[src/rtl/minutes_hours_counter_pkg.sv]
// Shared clock-display types, limits and helpers for the minutes/hours counter.
package clock_pkg;

    typedef logic [3:0] bcd_t;

    typedef struct packed {
        bcd_t tens;
        bcd_t ones;
        logic pm;
    } hour_t;

    localparam bcd_t       MIN_TENS_MAX = 4'd5;
    localparam bcd_t       MIN_ONES_MAX = 4'd9;
    localparam logic [7:0] HR24_MAX     = 8'd23;
    localparam logic [7:0] HR12_MIN     = 8'd1;
    localparam logic [7:0] HR12_MAX     = 8'd12;

    localparam int unsigned CLK_HZ            = 100_000_000;
    localparam int unsigned SECOND_HZ         = 1;
    localparam int unsigned CYCLES_PER_SECOND = CLK_HZ / SECOND_HZ;

    // Two BCD digits as a binary value, used for the hour range limits.
    function automatic logic [7:0] bcd_value(input bcd_t tens, input bcd_t ones);
        return ({4'd0, tens} * 8'd10) + {4'd0, ones};
    endfunction

endpackage

[src/rtl/minutes_hours_counter_if.sv]
// Button/tick inputs and BCD display outputs of the minutes/hours counter.
interface minutes_hours_counter_if;
    import clock_pkg::*;

    logic inc_minutes;
    logic set_minutes;
    logic set_hours;
    bcd_t min_ones;
    bcd_t min_tens;
    bcd_t hr_ones;
    bcd_t hr_tens;
    logic pm;
    logic min_tick;

    modport master (
        output inc_minutes, set_minutes, set_hours,
        input  min_ones, min_tens, hr_ones, hr_tens, pm, min_tick
    );

    modport slave (
        input  inc_minutes, set_minutes, set_hours,
        output min_ones, min_tens, hr_ones, hr_tens, pm, min_tick
    );

endinterface

[src/rtl/minutes_hours_counter_sync_edge_detect.sv]
// Two-flop synchronizer for an asynchronous level with registered edge pulses.
module sync_edge_detect (
    input  logic clk,
    input  logic rst_n,
    input  logic async_in,
    output logic level,
    output logic rise,
    output logic fall
);

    logic sync1;
    logic sync2;
    logic prev;

    assign level = sync2;

    // Resynchronize the input and emit one-cycle pulses on each settled edge.
    always_ff @(posedge clk or negedge rst_n) begin
        if (!rst_n) begin
            sync1 <= 1'b0;
            sync2 <= 1'b0;
            prev  <= 1'b0;
            rise  <= 1'b0;
            fall  <= 1'b0;
        end else begin
            sync1 <= async_in;
            sync2 <= sync1;
            prev  <= sync2;
            rise  <= sync2 & ~prev;
            fall  <= prev & ~sync2;
        end
    end

endmodule

[src/rtl/minutes_hours_counter.sv]
// BCD minutes/hours counter fed by the seconds counter's inc_minutes level.
// Define MINUTES_HOURS_AUTOREPEAT_EN to add hold-to-repeat on the set buttons.
module minutes_hours_counter
    import clock_pkg::*;
#(
    parameter int HOUR_MODE     = 24,
    parameter int REPEAT_DELAY  = int'(CYCLES_PER_SECOND / 2),
    parameter int REPEAT_PERIOD = int'(CYCLES_PER_SECOND / 4)
) (
    input logic                       clk_100MHz,
    input logic                       reset_n,
    minutes_hours_counter_if.slave    bus
);

    // Any HOUR_MODE other than 12 behaves as the 24-hour format.
    localparam hour_t HOUR_RESET = (HOUR_MODE == 12) ?
        '{tens: 4'd1, ones: 4'd2, pm: 1'b0} : '{tens: 4'd0, ones: 4'd0, pm: 1'b0};

    logic inc_level, inc_rise, inc_fall;
    logic set_min_level, set_min_rise, set_min_fall;
    logic set_hr_level, set_hr_rise, set_hr_fall;
    logic set_min_evt, set_hr_evt;

    bcd_t  min_ones_q, min_tens_q;
    hour_t hour_q, hour_once, hour_twice, hour_next;
    logic  tick_pending_q, min_tick_q;
    logic  tick_now, tick_defer, minute_adv, min_wrap, hour_carry;

    sync_edge_detect u_inc_sync (
        .clk(clk_100MHz), .rst_n(reset_n), .async_in(bus.inc_minutes),
        .level(inc_level), .rise(inc_rise), .fall(inc_fall)
    );

    sync_edge_detect u_set_min_sync (
        .clk(clk_100MHz), .rst_n(reset_n), .async_in(bus.set_minutes),
        .level(set_min_level), .rise(set_min_rise), .fall(set_min_fall)
    );

    sync_edge_detect u_set_hr_sync (
        .clk(clk_100MHz), .rst_n(reset_n), .async_in(bus.set_hours),
        .level(set_hr_level), .rise(set_hr_rise), .fall(set_hr_fall)
    );

`ifdef MINUTES_HOURS_AUTOREPEAT_EN
    localparam logic [26:0] REPEAT_FIRE   = 27'(REPEAT_DELAY - 1);
    localparam logic [26:0] REPEAT_RELOAD = 27'(REPEAT_DELAY - REPEAT_PERIOD);

    logic [1:0] held;
    logic [1:0] repeat_pulse;
    logic       unused_sync;

    assign held        = {set_hr_level, set_min_level};
    assign unused_sync = ^{inc_level, inc_rise, set_min_fall, set_hr_fall};

    for (genvar g = 0; g < 2; g++) begin : g_repeat
        logic [26:0] hold_cnt;
        logic        pulse_q;

        // Fire once after the hold delay, then every repeat period until release.
        always_ff @(posedge clk_100MHz or negedge reset_n) begin
            if (!reset_n) begin
                hold_cnt <= '0;
                pulse_q  <= 1'b0;
            end else begin
                pulse_q <= 1'b0;
                if (!held[g]) begin
                    hold_cnt <= '0;
                end else if (hold_cnt == REPEAT_FIRE) begin
                    pulse_q  <= 1'b1;
                    hold_cnt <= REPEAT_RELOAD;
                end else begin
                    hold_cnt <= hold_cnt + 27'd1;
                end
            end
        end

        assign repeat_pulse[g] = pulse_q;
    end

    assign set_min_evt = set_min_rise | repeat_pulse[0];
    assign set_hr_evt  = set_hr_rise  | repeat_pulse[1];
`else
    logic unused_sync;

    // Button levels and the repeat timing only matter for hold-to-repeat.
    assign unused_sync = ^{inc_level, inc_rise, set_min_fall, set_hr_fall,
                           set_min_level, set_hr_level,
                           REPEAT_DELAY[0], REPEAT_PERIOD[0]};

    assign set_min_evt = set_min_rise;
    assign set_hr_evt  = set_hr_rise;
`endif

    // One hour step in the configured format; pm flips on 11 -> 12.
    function automatic hour_t hour_step(input hour_t h);
        hour_t      n;
        logic [7:0] value;
        n     = h;
        value = bcd_value(h.tens, h.ones);
        if (HOUR_MODE == 12) begin
            if (value == HR12_MAX) begin
                n.tens = 4'd0;
                n.ones = HR12_MIN[3:0];
            end else if (value == HR12_MAX - 8'd1) begin
                n.tens = 4'd1;
                n.ones = 4'd2;
                n.pm   = ~h.pm;
            end else if (h.ones == 4'd9) begin
                n.tens = h.tens + 4'd1;
                n.ones = 4'd0;
            end else begin
                n.ones = h.ones + 4'd1;
            end
        end else begin
            if (value == HR24_MAX) begin
                n.tens = 4'd0;
                n.ones = 4'd0;
            end else if (h.ones == 4'd9) begin
                n.tens = h.tens + 4'd1;
                n.ones = 4'd0;
            end else begin
                n.ones = h.ones + 4'd1;
            end
        end
        return n;
    endfunction

    // A set_minutes event wins the cycle; a coincident tick waits one cycle.
    always_comb begin
        tick_now   = 1'b0;
        tick_defer = 1'b0;
        if (set_min_evt) begin
            tick_defer = inc_fall | tick_pending_q;
        end else begin
            tick_now = inc_fall | tick_pending_q;
        end
        minute_adv = set_min_evt | tick_now;
        min_wrap   = (min_tens_q == MIN_TENS_MAX) && (min_ones_q == MIN_ONES_MAX);
        hour_carry = tick_now & min_wrap;
        hour_once  = hour_step(hour_q);
        hour_twice = hour_step(hour_once);
        case ({set_hr_evt, hour_carry})
            2'b01, 2'b10: hour_next = hour_once;
            2'b11:        hour_next = hour_twice;
            default:      hour_next = hour_q;
        endcase
    end

    // Time-of-day registers, the pending tick and the minute advance pulse.
    always_ff @(posedge clk_100MHz or negedge reset_n) begin
        if (!reset_n) begin
            min_ones_q     <= 4'd0;
            min_tens_q     <= 4'd0;
            hour_q         <= HOUR_RESET;
            tick_pending_q <= 1'b0;
            min_tick_q     <= 1'b0;
        end else begin
            tick_pending_q <= tick_defer;
            min_tick_q     <= minute_adv;
            hour_q         <= hour_next;
            if (minute_adv) begin
                if (min_wrap) begin
                    min_ones_q <= 4'd0;
                    min_tens_q <= 4'd0;
                end else if (min_ones_q == MIN_ONES_MAX) begin
                    min_ones_q <= 4'd0;
                    min_tens_q <= min_tens_q + 4'd1;
                end else begin
                    min_ones_q <= min_ones_q + 4'd1;
                end
            end
        end
    end

    assign bus.min_ones = min_ones_q;
    assign bus.min_tens = min_tens_q;
    assign bus.hr_ones  = hour_q.ones;
    assign bus.hr_tens  = hour_q.tens;
    assign bus.pm       = (HOUR_MODE == 12) ? hour_q.pm : 1'b0;
    assign bus.min_tick = min_tick_q;

endmodule

[src/flat_wrapper.sv]
// flat-port wrapper written by rule: the top's interface ports become plain ports
module minutes_hours_counter_flat import clock_pkg::*;
#(
    parameter int HOUR_MODE     = 24,
    parameter int REPEAT_DELAY  = int'(CYCLES_PER_SECOND / 2),
    parameter int REPEAT_PERIOD = int'(CYCLES_PER_SECOND / 4)
)
  (clk_100MHz, reset_n, bus_inc_minutes, bus_set_minutes, bus_set_hours, bus_min_ones, bus_min_tens, bus_hr_ones, bus_hr_tens, bus_pm, bus_min_tick);
  minutes_hours_counter_if bus_i ();
  input logic clk_100MHz;
  input logic reset_n;
  input wire logic [$bits(bus_i.inc_minutes)-1:0] bus_inc_minutes;
  input wire logic [$bits(bus_i.set_minutes)-1:0] bus_set_minutes;
  input wire logic [$bits(bus_i.set_hours)-1:0] bus_set_hours;
  output wire logic [$bits(bus_i.min_ones)-1:0] bus_min_ones;
  output wire logic [$bits(bus_i.min_tens)-1:0] bus_min_tens;
  output wire logic [$bits(bus_i.hr_ones)-1:0] bus_hr_ones;
  output wire logic [$bits(bus_i.hr_tens)-1:0] bus_hr_tens;
  output wire logic [$bits(bus_i.pm)-1:0] bus_pm;
  output wire logic [$bits(bus_i.min_tick)-1:0] bus_min_tick;
  assign bus_i.inc_minutes = bus_inc_minutes;
  assign bus_i.set_minutes = bus_set_minutes;
  assign bus_i.set_hours = bus_set_hours;
  assign bus_min_ones = bus_i.min_ones;
  assign bus_min_tens = bus_i.min_tens;
  assign bus_hr_ones = bus_i.hr_ones;
  assign bus_hr_tens = bus_i.hr_tens;
  assign bus_pm = bus_i.pm;
  assign bus_min_tick = bus_i.min_tick;
  minutes_hours_counter #(.HOUR_MODE(HOUR_MODE), .REPEAT_DELAY(REPEAT_DELAY), .REPEAT_PERIOD(REPEAT_PERIOD)) u_core (.clk_100MHz(clk_100MHz), .reset_n(reset_n), .bus(bus_i));
endmodule
[config.mk]
export PLATFORM = sky130hd
export DESIGN_NAME = minutes_hours_counter_flat
export DESIGN_NICKNAME = d
export VERILOG_FILES = /design/src/rtl/minutes_hours_counter_pkg.sv /design/src/rtl/minutes_hours_counter_if.sv /design/src/rtl/minutes_hours_counter_sync_edge_detect.sv /design/src/rtl/minutes_hours_counter.sv /design/src/flat_wrapper.sv
export SDC_FILE = /design/constraint.sdc
export NUM_CORES = 1
export LEC_CHECK = 0
export CORE_MARGIN = 8
export CORE_UTILIZATION = 30
export CTS_BUF_LIST = sky130_fd_sc_hd__clkbuf_8
export DETAILED_ROUTE_END_ITERATION = 7
export GPL_TIMING_DRIVEN = 1
export SETUP_SLACK_MARGIN = 0.2
export SLEW_MARGIN = 20
export SYNTH_ARGS = -nofsm -noshare
export SYNTH_HDL_FRONTEND = slang
export SYNTH_SLANG_ARGS = --single-unit
[constraint.sdc]
create_clock -name clk_100MHz -period 5.4 [get_ports clk_100MHz]
set_input_delay 1.08 -clock clk_100MHz [delete_from_list [all_inputs] [get_ports clk_100MHz]]
set_output_delay 1.08 -clock clk_100MHz [all_outputs]
set_load 0.005 [all_outputs]
==> impl_metrics.py <==
metrics = {
    "outcome": {
        "status": "completed",
    },
    "sta": {
        "rsz0062_at_grt": "false",
        "final.setup.tns_ns": 0,
        "tightest_slew_ns": 0.600,
        "min_period_over_period_pct": 89.1,
        "finalHoldViolCount": 0,
        "fmax_mhz": 208,
        "min_period_ns": 4.81,
        "relSlewSlack_pct": 59.7,
        "maxSlewViolCount": 0,
        "finalClockSkew_ns": 0.00357,
        "finalSetupViolCount": 0,
        "worst_hold_slack_ns": 0.351,
    },
    "floorplan": {
        "fp.dieArea_um2": 10300,
        "die_w_um": 102,
        "num_rows": 31,
        "core_area_um2": 7180,
        "pin_count": 23,
        "dieHeight_um": 102,
        "initial_core_util_pct": 30.7,
    },
    "final_layout": {
        "regArea_um2": 751,
        "final_cell_mix": "dfrtp_1 (30), nand2_1 (22), ha_1 (22), clkdlybuf4s50_1 (21)",
        "fillers": 725,
        "post-route-cell-area_um2": 2630,
        "n_antenna_cell": 0,
        "drive_above_1_share_pct": 10.2,
        "syn_to_final_growth_pct": 19.5,
        "multi_input_area_um2": 1390,
        "final_common_cell": "dfrtp_1",
        "fin_util_pct": 36.7,
        "nets": 286,
    },
    "synth": {
        "yosys_warnings": 0,
        "seq_area_frac_synth_pct": 34.1,
        "synth_top_flop_cell": "dfrtp_1",
        "syn_inst": 229,
        "synth_edf_count": 0,
        "synth-seq-cells": 30,
        "synthDistinctLibCells": 55,
        "avgSynthCellArea_um2": 9.62,
        "syn_nets": 260,
        "syn_area_um2": 2200,
        "ys_async_sr_fraction_pct": 100,
    },
    "clock_network": {
        "clock-sinks": 30,
        "postCtsSetupBuffers": 0,
        "cts_buffers": 5,
        "cts-htree-levels": 2,
        "insertion_delay_ns": 0.27,
        "clk_path_buf_depth": 2,
        "cts_tree": "yes",
        "cts.clk_slew.worst_paths_ns": 0.06,
        "root_buffer": "clkbuf_8",
    },
    "global_routing": {
        "grt_max_degree": 31,
        "grt.total_usage_pct": 9.50,
        "grt_pass1_wl_mm": 7.94,
        "first_global_vias": 1723,
        "grt_overflow": 0,
        "antenna_found_initial": 0,
    },
    "min_path": {
        "min_path_cells": 0,
        "holdPathEnd": "u_core.u_set_hr_sync.level",
        "hp-start": "u_core.u_set_hr_sync.sync1",
        "hp-class": "reg -> reg",
    },
    "setup_path": {
        "cp_data_arrival_time_ns": 4.97,
        "critPathKind": "reg -> reg",
        "critPathRequiredTime_ns": 5.57,
        "crit_start": "u_core.bus.hr_tens[3]",
        "cp-start-kind": "flip-flop",
        "reg2reg_slack_ns": 0.59,
        "reg2reg_to": "u_core.bus.hr_ones[1]",
        "worst-r2r-cell-count": 17,
        "end_kind": "flip-flop",
        "rr_startpoint": "u_core.bus.hr_tens[3]",
        "cp_max_fo": 10,
    },
    "power_and_ir_drop": {
        "ir_drop_uv": 346,
        "total_power_mw": 1.58,
        "power_density_nw_per_um2": 599,
        "p_leak_nw": 1.08,
    },
    "routing": {
        "via_per_inst": 4.97,
        "wl_per_cell_um": 13.3,
        "drt_wl_total_mm": 4.74,
        "dr.pass1.iters": 4,
        "vias": 1764,
        "drc": 0,
        "drt_iter0_drc": 69,
        "postRouteAntennaNets": 0,
    },
    "placement": {
        "dpl-instance-area_um2": 2540,
        "routabilityCongestion": 0.873,
        "hpwlAfterDp_mm": 3.71,
        "io_buffers": 21,
    },
    "flow_run": {
        "cap_violations": 0,
    },
}
[through the flow]
stage / setup WS, ns / std cells
6_report: 0.591 / 355
5_1_grt: 0.316 / 355
4_1_cts: 0.446 / 355
3_5_place_dp: 0.459 / 347
3_3_place_gp: 0.595 / 347
2_1_floorplan: 0.690 / 229
[final cells by class]
type | count | area share, %
Sequential cell | 30 | 28.5
Clock inverter | 2 | 0.333
Timing Repair Buffer | 25 | 9.12
Multi-Input combinational cell | 182 | 52.6
Tap cell | 99 | 4.70
Inverter | 11 | 1.57
Clock buffer | 6 | 3.14
[per-layer routing]
layer	vias to the layer above	wire, um	track usage (%)
met5	-	0	0
met4	0	57	2.63
met3	6	205	2.06
met2	36	2230	15.5
met1	848	2240	12.2
li1	874	-	-
[cells in the mapped netlist (4+ instances only)]
cell / instances / area, um^2
a21o_1: 4 / 30.0
xnor2_1: 7 / 61.3
ha_1: 22 / 275
and3b_1: 4 / 35.0
nor2b_1: 6 / 37.5
nand2_1: 22 / 82.6
nor2_1: 11 / 41.3
o211ai_1: 4 / 30.0
inv_1: 11 / 41.3
mux2i_1: 4 / 40.0
nor3_1: 7 / 35.0
fa_1: 4 / 80.1
dfrtp_1: 30 / 751
nand3_1: 5 / 25.0
a21oi_1: 13 / 65.1
o21ai_0: 10 / 50.1
[worst max-delay path, stage by stage (launching register included)]
cell	delay [ns]
dfrtp_1	0.46
ha_1	0.31
ha_1	0.22
fa_1	0.53
nand2b_1	0.06
a31o_2	0.24
and3_1	0.22
and2_1	0.30
a21oi_2	0.29
ha_1	0.29
ha_1	0.21
inv_1	0.07
fa_1	0.43
or3_1	0.40
a21boi_1	0.18
a22oi_2	0.14
o21a_1	0.14
a31o_1	0.20
[how the worst max path moves through the flow]
| stage | endpoint | slack [ns] | depth (start not counted) |
|---|---|---|---|
| 2_1_floorplan | u_core.bus.hr_ones[1] | 0.69 | 18 |
| 3_3_place_gp | u_core.bus.hr_ones[2] | 0.59 | 17 |
| 3_5_place_dp | u_core.bus.hr_ones[1] | 0.46 | 17 |
| 4_1_cts | u_core.bus.hr_ones[1] | 0.45 | 17 |
| 5_1_grt | u_core.bus.hr_ones[1] | 0.32 | 17 |
| 6_report | u_core.bus.hr_ones[1] | 0.59 | 17 |
[cells by family after synthesis]
| kind of cell | after synthesis | synth area share (%) |
|---|---|---|
| AND/OR/NAND/NOR | 86 | 23.5 |
| AO/OA/AOI/OAI | 55 | 17.0 |
| flip-flops | 30 | 34.1 |
| adder cells (fa/ha/maj) | 26 | 16.1 |
| buffers and inverters | 17 | 3.18 |
| XOR/XNOR | 9 | 3.58 |
| multiplexers | 5 | 2.33 |
| other | 1 | 0.170 |
[report_power, final]
group	internal [mW]	switching [mW]
combinational	0.482	0.554
sequential	0.274	0.0913
clock	0.101	0.0771
[flip-flops by register name, summed over array words and instances (netlist names), 4 cells and up]
name / flops
u_core.bus.hr_ones: 4
u_core.bus.hr_tens: 4
u_core.bus.min_ones: 4
u_core.bus.min_tens: 4
[repair_timing]
item / CTS / global route
gates resized for setup: 0 / 1
hold buffers: 0 / 0
setup endpoints to repair: 0 / 5
(Power assumes the default switching activity.)
